<file path="config.mk">
export PLATFORM = sky130hd
export DESIGN_NAME = apb_m_flat
export DESIGN_NICKNAME = d
export VERILOG_FILES = /design/src/rtl/apb_m_pkg.sv /design/src/rtl/apb_m_if.sv /design/src/rtl/apb_m_wdt.sv /design/src/rtl/apb_m.sv /design/src/flat_wrapper.sv
export SDC_FILE = /design/constraint.sdc
export NUM_CORES = 1
export LEC_CHECK = 0
export CORE_MARGIN = 3
export CORE_UTILIZATION = 25
export CTS_BUF_LIST = sky130_fd_sc_hd__clkbuf_2
export DETAILED_ROUTE_END_ITERATION = 8
export DONT_BUFFER_PORTS = 1
export GPL_TIMING_DRIVEN = 0
export PLACE_DENSITY = 0.49
export SLEW_MARGIN = 0
export SYNTH_ARGS = -nofsm -noshare
export SYNTH_HDL_FRONTEND = slang
export SYNTH_HIERARCHICAL = 1
export SYNTH_SLANG_ARGS = --single-unit
</file>
<file path="constraint.sdc">
create_clock -name pclk -period 1.8 [get_ports pclk]
set_clock_uncertainty 0.05 [all_clocks]
set_input_delay 0.36 -clock pclk [delete_from_list [all_inputs] [get_ports pclk]]
set_output_delay 0.36 -clock pclk [all_outputs]
set_load 0.01 [all_outputs]
</file>
<file path="src/rtl/apb_m_pkg.sv">
// ---------------------------------------------------------------------------
// apb_pkg : definitions shared by the APB master bridge, its watchdog and the
//           16x8 APB memory slave environment.
//   apb_state_e    : master FSM state encoding (2-bit)
//   APB_ADDR_W     : default address width
//   APB_DATA_W     : default data width
//   APB_MEM_DEPTH  : number of locations in the downstream memory slave
//   is_bus_active  : true for the states in which psel is driven
// ---------------------------------------------------------------------------
package apb_pkg;

    typedef enum logic [1:0] {
        IDLE   = 2'd0,
        SETUP  = 2'd1,
        ACCESS = 2'd2,
        RESP   = 2'd3
    } apb_state_e;

    localparam int APB_ADDR_W    = 32;
    localparam int APB_DATA_W    = 8;
    localparam int APB_MEM_DEPTH = 16;

    // psel is owned by the master only while a transfer is on the bus
    function automatic logic is_bus_active(input apb_state_e s);
        return (s == SETUP) || (s == ACCESS);
    endfunction

endpackage

</file>
<file path="src/rtl/apb_m_if.sv">
// ---------------------------------------------------------------------------
// apb_m_if : APB bus bundle between the master bridge and a slave.
//   master modport : drives paddr/psel/penable/pwrite/pwdata,
//                    receives prdata/pready/pslverr
//   slave modport  : the mirror image
// ---------------------------------------------------------------------------
interface apb_m_if
    import apb_pkg::*;
#(
    parameter int ADDR_W = APB_ADDR_W,
    parameter int DATA_W = APB_DATA_W
) ();

    logic [ADDR_W-1:0] paddr;
    logic              psel;
    logic              penable;
    logic              pwrite;
    logic [DATA_W-1:0] pwdata;
    logic [DATA_W-1:0] prdata;
    logic              pready;
    logic              pslverr;

    modport master (
        output paddr, psel, penable, pwrite, pwdata,
        input  prdata, pready, pslverr
    );

    modport slave (
        input  paddr, psel, penable, pwrite, pwdata,
        output prdata, pready, pslverr
    );

endinterface

</file>
<file path="src/rtl/apb_m_wdt.sv">
// ---------------------------------------------------------------------------
// apb_m_wdt : wait-state watchdog for one APB ACCESS phase.
//   pclk    : clock
//   presetn : synchronous active-low reset (counter to zero)
//   clr     : force the counter to zero
//   ld      : load TIMEOUT-1 (start of a new transfer)
//   en      : count one ACCESS cycle without pready
//   expired : counter has reached zero, i.e. this is the TIMEOUT-th
//             ACCESS cycle since the load
// ---------------------------------------------------------------------------
module apb_m_wdt #(
    parameter int TIMEOUT = 16
) (
    input  logic pclk,
    input  logic presetn,
    input  logic clr,
    input  logic ld,
    input  logic en,
    output logic expired
);

    localparam int               CNT_W    = (TIMEOUT > 1) ? $clog2(TIMEOUT) : 1;
    localparam logic [CNT_W-1:0] LOAD_VAL = CNT_W'(TIMEOUT - 1);
    localparam logic [CNT_W-1:0] CNT_ONE  = CNT_W'(1);

    logic [CNT_W-1:0] cnt_r;

    // Down-counter: first ACCESS cycle sees TIMEOUT-1, the TIMEOUT-th sees zero
    always_ff @(posedge pclk) begin
        if (!presetn) begin
            cnt_r <= '0;
        end else if (clr) begin
            cnt_r <= '0;
        end else if (ld) begin
            cnt_r <= LOAD_VAL;
        end else if (en && (cnt_r != '0)) begin
            cnt_r <= cnt_r - CNT_ONE;
        end else begin
            cnt_r <= cnt_r;
        end
    end

    assign expired = (cnt_r == '0);

endmodule

</file>
<file path="src/rtl/apb_m.sv">
// ---------------------------------------------------------------------------
// apb_m : APB master bridge. Accepts one read/write command at a time on a
//         valid/ready request port, runs a single SETUP->ACCESS transfer and
//         returns the result on a valid/ready response port. A watchdog
//         forces an error completion when pready never arrives.
//   pclk, presetn          : clock, synchronous active-low reset
//   req_valid/req_ready    : request handshake
//   req_write/addr/wdata   : command fields
//   rsp_valid/rsp_ready    : response handshake
//   rsp_rdata/err/timeout  : response fields
//   apb (master modport)   : paddr/psel/penable/pwrite/pwdata out,
//                            prdata/pready/pslverr in
// All outputs come straight from flops; no input reaches an output
// combinationally.
// ---------------------------------------------------------------------------
module apb_m
    import apb_pkg::*;
#(
    parameter int ADDR_W  = APB_ADDR_W,
    parameter int DATA_W  = APB_DATA_W,
    parameter int TIMEOUT = 16
) (
    input  logic              pclk,
    input  logic              presetn,
    input  logic              req_valid,
    output logic              req_ready,
    input  logic              req_write,
    input  logic [ADDR_W-1:0] req_addr,
    input  logic [DATA_W-1:0] req_wdata,
    output logic              rsp_valid,
    input  logic              rsp_ready,
    output logic [DATA_W-1:0] rsp_rdata,
    output logic              rsp_err,
    output logic              rsp_timeout,
    apb_m_if.master           apb
);

    apb_state_e        state_r;
    apb_state_e        state_nx_s;

    logic              req_ready_r;
    logic              rsp_valid_r;
    logic [DATA_W-1:0] rsp_rdata_r;
    logic              rsp_err_r;
    logic              rsp_timeout_r;
    logic [ADDR_W-1:0] paddr_r;
    logic              psel_r;
    logic              penable_r;
    logic              pwrite_r;
    logic [DATA_W-1:0] pwdata_r;

    logic              accept_s;
    logic              done_s;
    logic              expire_s;
    logic              wdt_expired_s;

    // req_ready_r qualifies the accept so no command is taken in the first
    // IDLE cycle after reset, while req_ready is still low
    assign accept_s = (state_r == IDLE) && req_ready_r && req_valid;
    assign done_s   = (state_r == ACCESS) && apb.pready;
    assign expire_s = (state_r == ACCESS) && !apb.pready && wdt_expired_s;

    apb_m_wdt #(
        .TIMEOUT (TIMEOUT)
    ) u_wdt (
        .pclk    (pclk),
        .presetn (presetn),
        .clr     (state_r == RESP),
        .ld      (accept_s),
        .en      (state_r == ACCESS),
        .expired (wdt_expired_s)
    );

    // State register
    always_ff @(posedge pclk) begin
        if (!presetn) begin
            state_r <= IDLE;
        end else begin
            state_r <= state_nx_s;
        end
    end

    // Next-state decode
    always_comb begin
        state_nx_s = state_r;
        case (state_r)
            IDLE: begin
                if (accept_s) begin
                    state_nx_s = SETUP;
                end else begin
                    state_nx_s = IDLE;
                end
            end
            SETUP: begin
                state_nx_s = ACCESS;
            end
            ACCESS: begin
                if (done_s || expire_s) begin
                    state_nx_s = RESP;
                end else begin
                    state_nx_s = ACCESS;
                end
            end
            RESP: begin
                if (rsp_ready) begin
                    state_nx_s = IDLE;
                end else begin
                    state_nx_s = RESP;
                end
            end
            default: begin
                state_nx_s = IDLE;
            end
        endcase
    end

    // Handshake/strobe outputs are registered from the next state so they
    // line up with the state they describe
    always_ff @(posedge pclk) begin
        if (!presetn) begin
            req_ready_r <= 1'b0;
            psel_r      <= 1'b0;
            penable_r   <= 1'b0;
            rsp_valid_r <= 1'b0;
        end else begin
            req_ready_r <= (state_nx_s == IDLE);
            psel_r      <= is_bus_active(state_nx_s);
            penable_r   <= (state_nx_s == ACCESS);
            rsp_valid_r <= (state_nx_s == RESP);
        end
    end

    // Command capture; the bus fields then stay put until the next accept
    always_ff @(posedge pclk) begin
        if (!presetn) begin
            paddr_r  <= '0;
            pwrite_r <= 1'b0;
            pwdata_r <= '0;
        end else if (accept_s) begin
            paddr_r  <= req_addr;
            pwrite_r <= req_write;
            pwdata_r <= req_wdata;
        end else begin
            paddr_r  <= paddr_r;
            pwrite_r <= pwrite_r;
            pwdata_r <= pwdata_r;
        end
    end

    // Response capture at the end of ACCESS; held through RESP
    always_ff @(posedge pclk) begin
        if (!presetn) begin
            rsp_rdata_r   <= '0;
            rsp_err_r     <= 1'b0;
            rsp_timeout_r <= 1'b0;
        end else if (done_s) begin
            rsp_err_r     <= apb.pslverr;
            rsp_timeout_r <= 1'b0;
            if (!pwrite_r && !apb.pslverr) begin
                rsp_rdata_r <= apb.prdata;
            end else begin
                rsp_rdata_r <= '0;
            end
        end else if (expire_s) begin
            rsp_rdata_r   <= '0;
            rsp_err_r     <= 1'b1;
            rsp_timeout_r <= 1'b1;
        end else begin
            rsp_rdata_r   <= rsp_rdata_r;
            rsp_err_r     <= rsp_err_r;
            rsp_timeout_r <= rsp_timeout_r;
        end
    end

    assign req_ready   = req_ready_r;
    assign rsp_valid   = rsp_valid_r;
    assign rsp_rdata   = rsp_rdata_r;
    assign rsp_err     = rsp_err_r;
    assign rsp_timeout = rsp_timeout_r;

    assign apb.paddr   = paddr_r;
    assign apb.psel    = psel_r;
    assign apb.penable = penable_r;
    assign apb.pwrite  = pwrite_r;
    assign apb.pwdata  = pwdata_r;

endmodule
</file>
<file path="src/flat_wrapper.sv">
// flat-port wrapper written by rule: the top's interface ports become plain ports
module apb_m_flat import apb_pkg::*;
#(
    parameter int ADDR_W  = APB_ADDR_W,
    parameter int DATA_W  = APB_DATA_W,
    parameter int TIMEOUT = 16
)
  (pclk, presetn, req_valid, req_ready, req_write, req_addr, req_wdata, rsp_valid, rsp_ready, rsp_rdata, rsp_err, rsp_timeout, apb_paddr, apb_psel, apb_penable, apb_pwrite, apb_pwdata, apb_prdata, apb_pready, apb_pslverr);
  apb_m_if #(.ADDR_W(ADDR_W), .DATA_W(DATA_W)) apb_i ();
  input  logic pclk;
  input  logic presetn;
  input  logic req_valid;
  output logic req_ready;
  input  logic req_write;
  input  logic [ADDR_W-1:0] req_addr;
  input  logic [DATA_W-1:0] req_wdata;
  output logic rsp_valid;
  input  logic rsp_ready;
  output logic [DATA_W-1:0] rsp_rdata;
  output logic rsp_err;
  output logic rsp_timeout;
  output wire logic [$bits(apb_i.paddr)-1:0] apb_paddr;
  output wire logic [$bits(apb_i.psel)-1:0] apb_psel;
  output wire logic [$bits(apb_i.penable)-1:0] apb_penable;
  output wire logic [$bits(apb_i.pwrite)-1:0] apb_pwrite;
  output wire logic [$bits(apb_i.pwdata)-1:0] apb_pwdata;
  input wire logic [$bits(apb_i.prdata)-1:0] apb_prdata;
  input wire logic [$bits(apb_i.pready)-1:0] apb_pready;
  input wire logic [$bits(apb_i.pslverr)-1:0] apb_pslverr;
  assign apb_paddr = apb_i.paddr;
  assign apb_psel = apb_i.psel;
  assign apb_penable = apb_i.penable;
  assign apb_pwrite = apb_i.pwrite;
  assign apb_pwdata = apb_i.pwdata;
  assign apb_i.prdata = apb_prdata;
  assign apb_i.pready = apb_pready;
  assign apb_i.pslverr = apb_pslverr;
  apb_m #(.ADDR_W(ADDR_W), .DATA_W(DATA_W), .TIMEOUT(TIMEOUT)) u_core (.pclk(pclk), .presetn(presetn), .req_valid(req_valid), .req_ready(req_ready), .req_write(req_write), .req_addr(req_addr), .req_wdata(req_wdata), .rsp_valid(rsp_valid), .rsp_ready(rsp_ready), .rsp_rdata(rsp_rdata), .rsp_err(rsp_err), .rsp_timeout(rsp_timeout), .apb(apb_i));
endmodule
</file>
==> reports/metrics.cfg <==
[timing]
clock.fmax_mhz = 585
finalCritPeriodShare = 0.950
max_slew.worst_pin.slew_ns = 0.632
drv_slew = 0
period_minus_slack_ns = 1.71
final-setup-viol-count = 0
rsz0062_at_grt = no
final.setup.tns_ns = 0
slew_headroom = 0.577
whs_ns = 0.0678
hold_violations = 0

[cts]
cts_tree = built
insertion_delay_ns = 0.47
path_clk_slew_ns = 0.17
h-tree-depth = 3
root_buffer = clkbuf_2
clockBufferDepth = 2
cts_sinks = 61
numCtsBuffers = 9

[logic_synthesis]
synthFlopType = dfxtp_1
syn_nets = 332
synth_edf_count = 0
synth_top_cell_area_share = 0.501
synth-seq-cells = 61
async_flop_share = 0
avgSynthCellArea_um2 = 8.93
yosysWarningCount = 6
synth_cell_types = 33
yosys.area.top_type = dfxtp_1
synth_cells = 273
seq_area_frac_synth = 0.501
synth.cell_area_um2 = 2440
synth_area_leaders = dfxtp_1 50%, nand2_1 13%, a21boi_1 12%

[route]
drc = 0
first_pass_iters = 4
vias_per_cell = 4.35
wl_per_cell_um = 14.2
postRouteWirelength_mm = 6.68
vias = 2055
ant_nets = 0
dr.first_iter.drc_count = 83

[flow_run]
drv_cap = 0

[pwr]
switching_power_mw = 0.959
power.internal_mw = 1.98
pwr_density_cell_nw_per_um2 = 906
power_frac_comb = 0.235
p_leak_nw = 1.19
swShare = 0.326
seq_power_share = 0.549
clockPowerShare = 0.216
max-vdd-ir-drop_mv = 0.466

[floorplanning]
start_util = 0.260
rows = 35
die_w_um = 105
die_y_um = 105
die-area_um2 = 11000
ios = 110
core_um2 = 9370

[grt]
grtUsageMet3 = 0.0704
grt_max_degree = 14
overflow = 0
grt_pass1_wl_mm = 10.9
use_met1 = 0.142
grt_util_met2 = 0.209
busiest_layer = met2
first_global_vias = 2132
track_usage = 0.127
antenna_found_initial = 0

[critical_path]
crit_type = reg2reg
startpoint_type = register
worstPathRequired_ns = 2.15
crit_arrival_ns = 2.06
path_max_fanout = 4
endpoint_kind = register

[placed_design]
portBuffers = 0
place_area_um2 = 2600
place_hpwl_mm = 4.53
gp_congestion = 0.724

[outcome]
status = completed

[hold_path]
hold_class = in2reg

[finish]
antennaDiodeCount = 0
num-fill-cells = 986
final_area_um2 = 3250
areaGrowthSynthToFinish_pct = 33.2
drive_above_1_share = 0.120
nNetsFinal = 399

[repair_timing]
item | 4_1_cts | 5_1_grt
setup endpoints to repair | 5 | 3
gates resized for setup | 3 | 4
buffers inserted | 2 | 3
hold buffers | 51 | 0
hold endpoints to repair | 51 | 0
pin swaps | 2 | 0
[path summary, 6_finish.rpt]
check                                           start                     to  cells past startpoint  slack (ns)
worst max-delay path            u_core/u_wdt/cnt_r[0]        u_core/apb.psel                      8        0.09
worst min-delay path                          presetn  u_core/u_wdt/cnt_r[0]                      2        0.07
worst max register to register  u_core/u_wdt/cnt_r[0]        u_core/apb.psel                      8        0.09
worst min register to register   u_core/apb.pwdata[3]   u_core/apb.pwdata[3]                      2        0.46
[worst max-delay path, stage by stage (launching register included)]
cell and delay (ns):
dfxtp_2 0.36, inv_1 0.09, ha_4 0.16, nor3b_4 0.24, nor2_4 0.08, o221ai_4 0.17
inv_2 0.06, ha_1 0.28, and2_1 0.15
[cell type report]
type / count / area (um2) / share of cell area
Sequential cell: 61 / 1220 / 0.376
Multi-Input combinational cell: 186 / 1090 / 0.336
Timing Repair Buffer: 56 / 548 / 0.169
Tap cell: 129 / 161 / 0.0497
Buffer: 17 / 116 / 0.0358
Clock buffer: 10 / 50.0 / 0.0154
Inverter: 9 / 38.8 / 0.0119
Clock inverter: 4 / 17.5 / 0.00539
[cells in the final DEF, fill, tap and decap left out, types with 3 or more instances in the layout]
master          n
and2_1          5
clkbuf_1        5
nor2_1          3
a21boi_0        9
clkbuf_2       11
dfxtp_1        60
nand3_1         8
dlygate4sd3_1  51
inv_1           6
a21oi_1         3
buf_4          10
nand2_1        86
buf_6           4
o21ai_0         9
ha_1            3
a21boi_1       40
[stage by stage]
step                power [mW]   util  cells  setup slack, ns
finish                    2.94  0.346    472           0.0906
detailed placement        2.17  0.278    402           -0.292
global placement          2.16  0.278    402           -0.305
global route              3.17  0.346    472           0.0139
CTS                       2.98  0.342    469          0.00543
floorplan                 2.03      -    273           0.0247
[power by group through the flow]
stage                     clock [mW]  combinational, mW  sequential (mW)
after floorplan                    0              0.408             1.62
after global placement             0              0.514             1.65
after detailed placement           0              0.523             1.65
after CTS                      0.712              0.649             1.62
after global routing           0.747              0.785             1.63
final                          0.636              0.692             1.61
[metal layers]
layer / vias to the layer above / share of wire
met2: 79 / 0.47
met4: 0 / 0.0096
li1: 1035 / -
met5: - / 0
met3: 7 / 0.10
met1: 934 / 0.42
[cell usage after synthesis, drive strengths merged (2+ instances only)]
library cell  instances
a21boi               49
a21oi                 3
a31oi                 2
and2                  6
buf                  11
clkbuf                6
dfxtp                61
ha                    4
inv                   9
nand2                86
nand2b                2
nand3                 8
nor2                  4
nor3b                 3
nor4b                 2
o21ai                 9
[sequential cells by signal, summed over array words and instances, names as in the netlist]
register,flops
u_core/rsp_rdata,8
u_core/rsp_valid,1
u_core/rsp_timeout,1
u_core/u_wdt/cnt_r,4
u_core/apb.psel,1
u_core/apb.paddr,32
u_core/req_ready,1
u_core/apb.pwdata,8
u_core/rsp_err,1
u_core/apb.penable,1
u_core/apb.pwrite,1
u_core/state_r,2
[cells by family (layout without fill, tap and decap cells)]
| family | after synthesis | in the layout | share of synthesized area |
|---|---|---|---|
| simple gates | 115 | 115 | 0.216 |
| compound gates | 66 | 66 | 0.195 |
| flops | 61 | 61 | 0.501 |
| buf+inv | 26 | 96 | 0.0637 |
| fa+ha+maj | 4 | 4 | 0.0205 |
| mux | 1 | 1 | 0.00411 |
No activity file was read; power rests on OpenSTA's default activity.
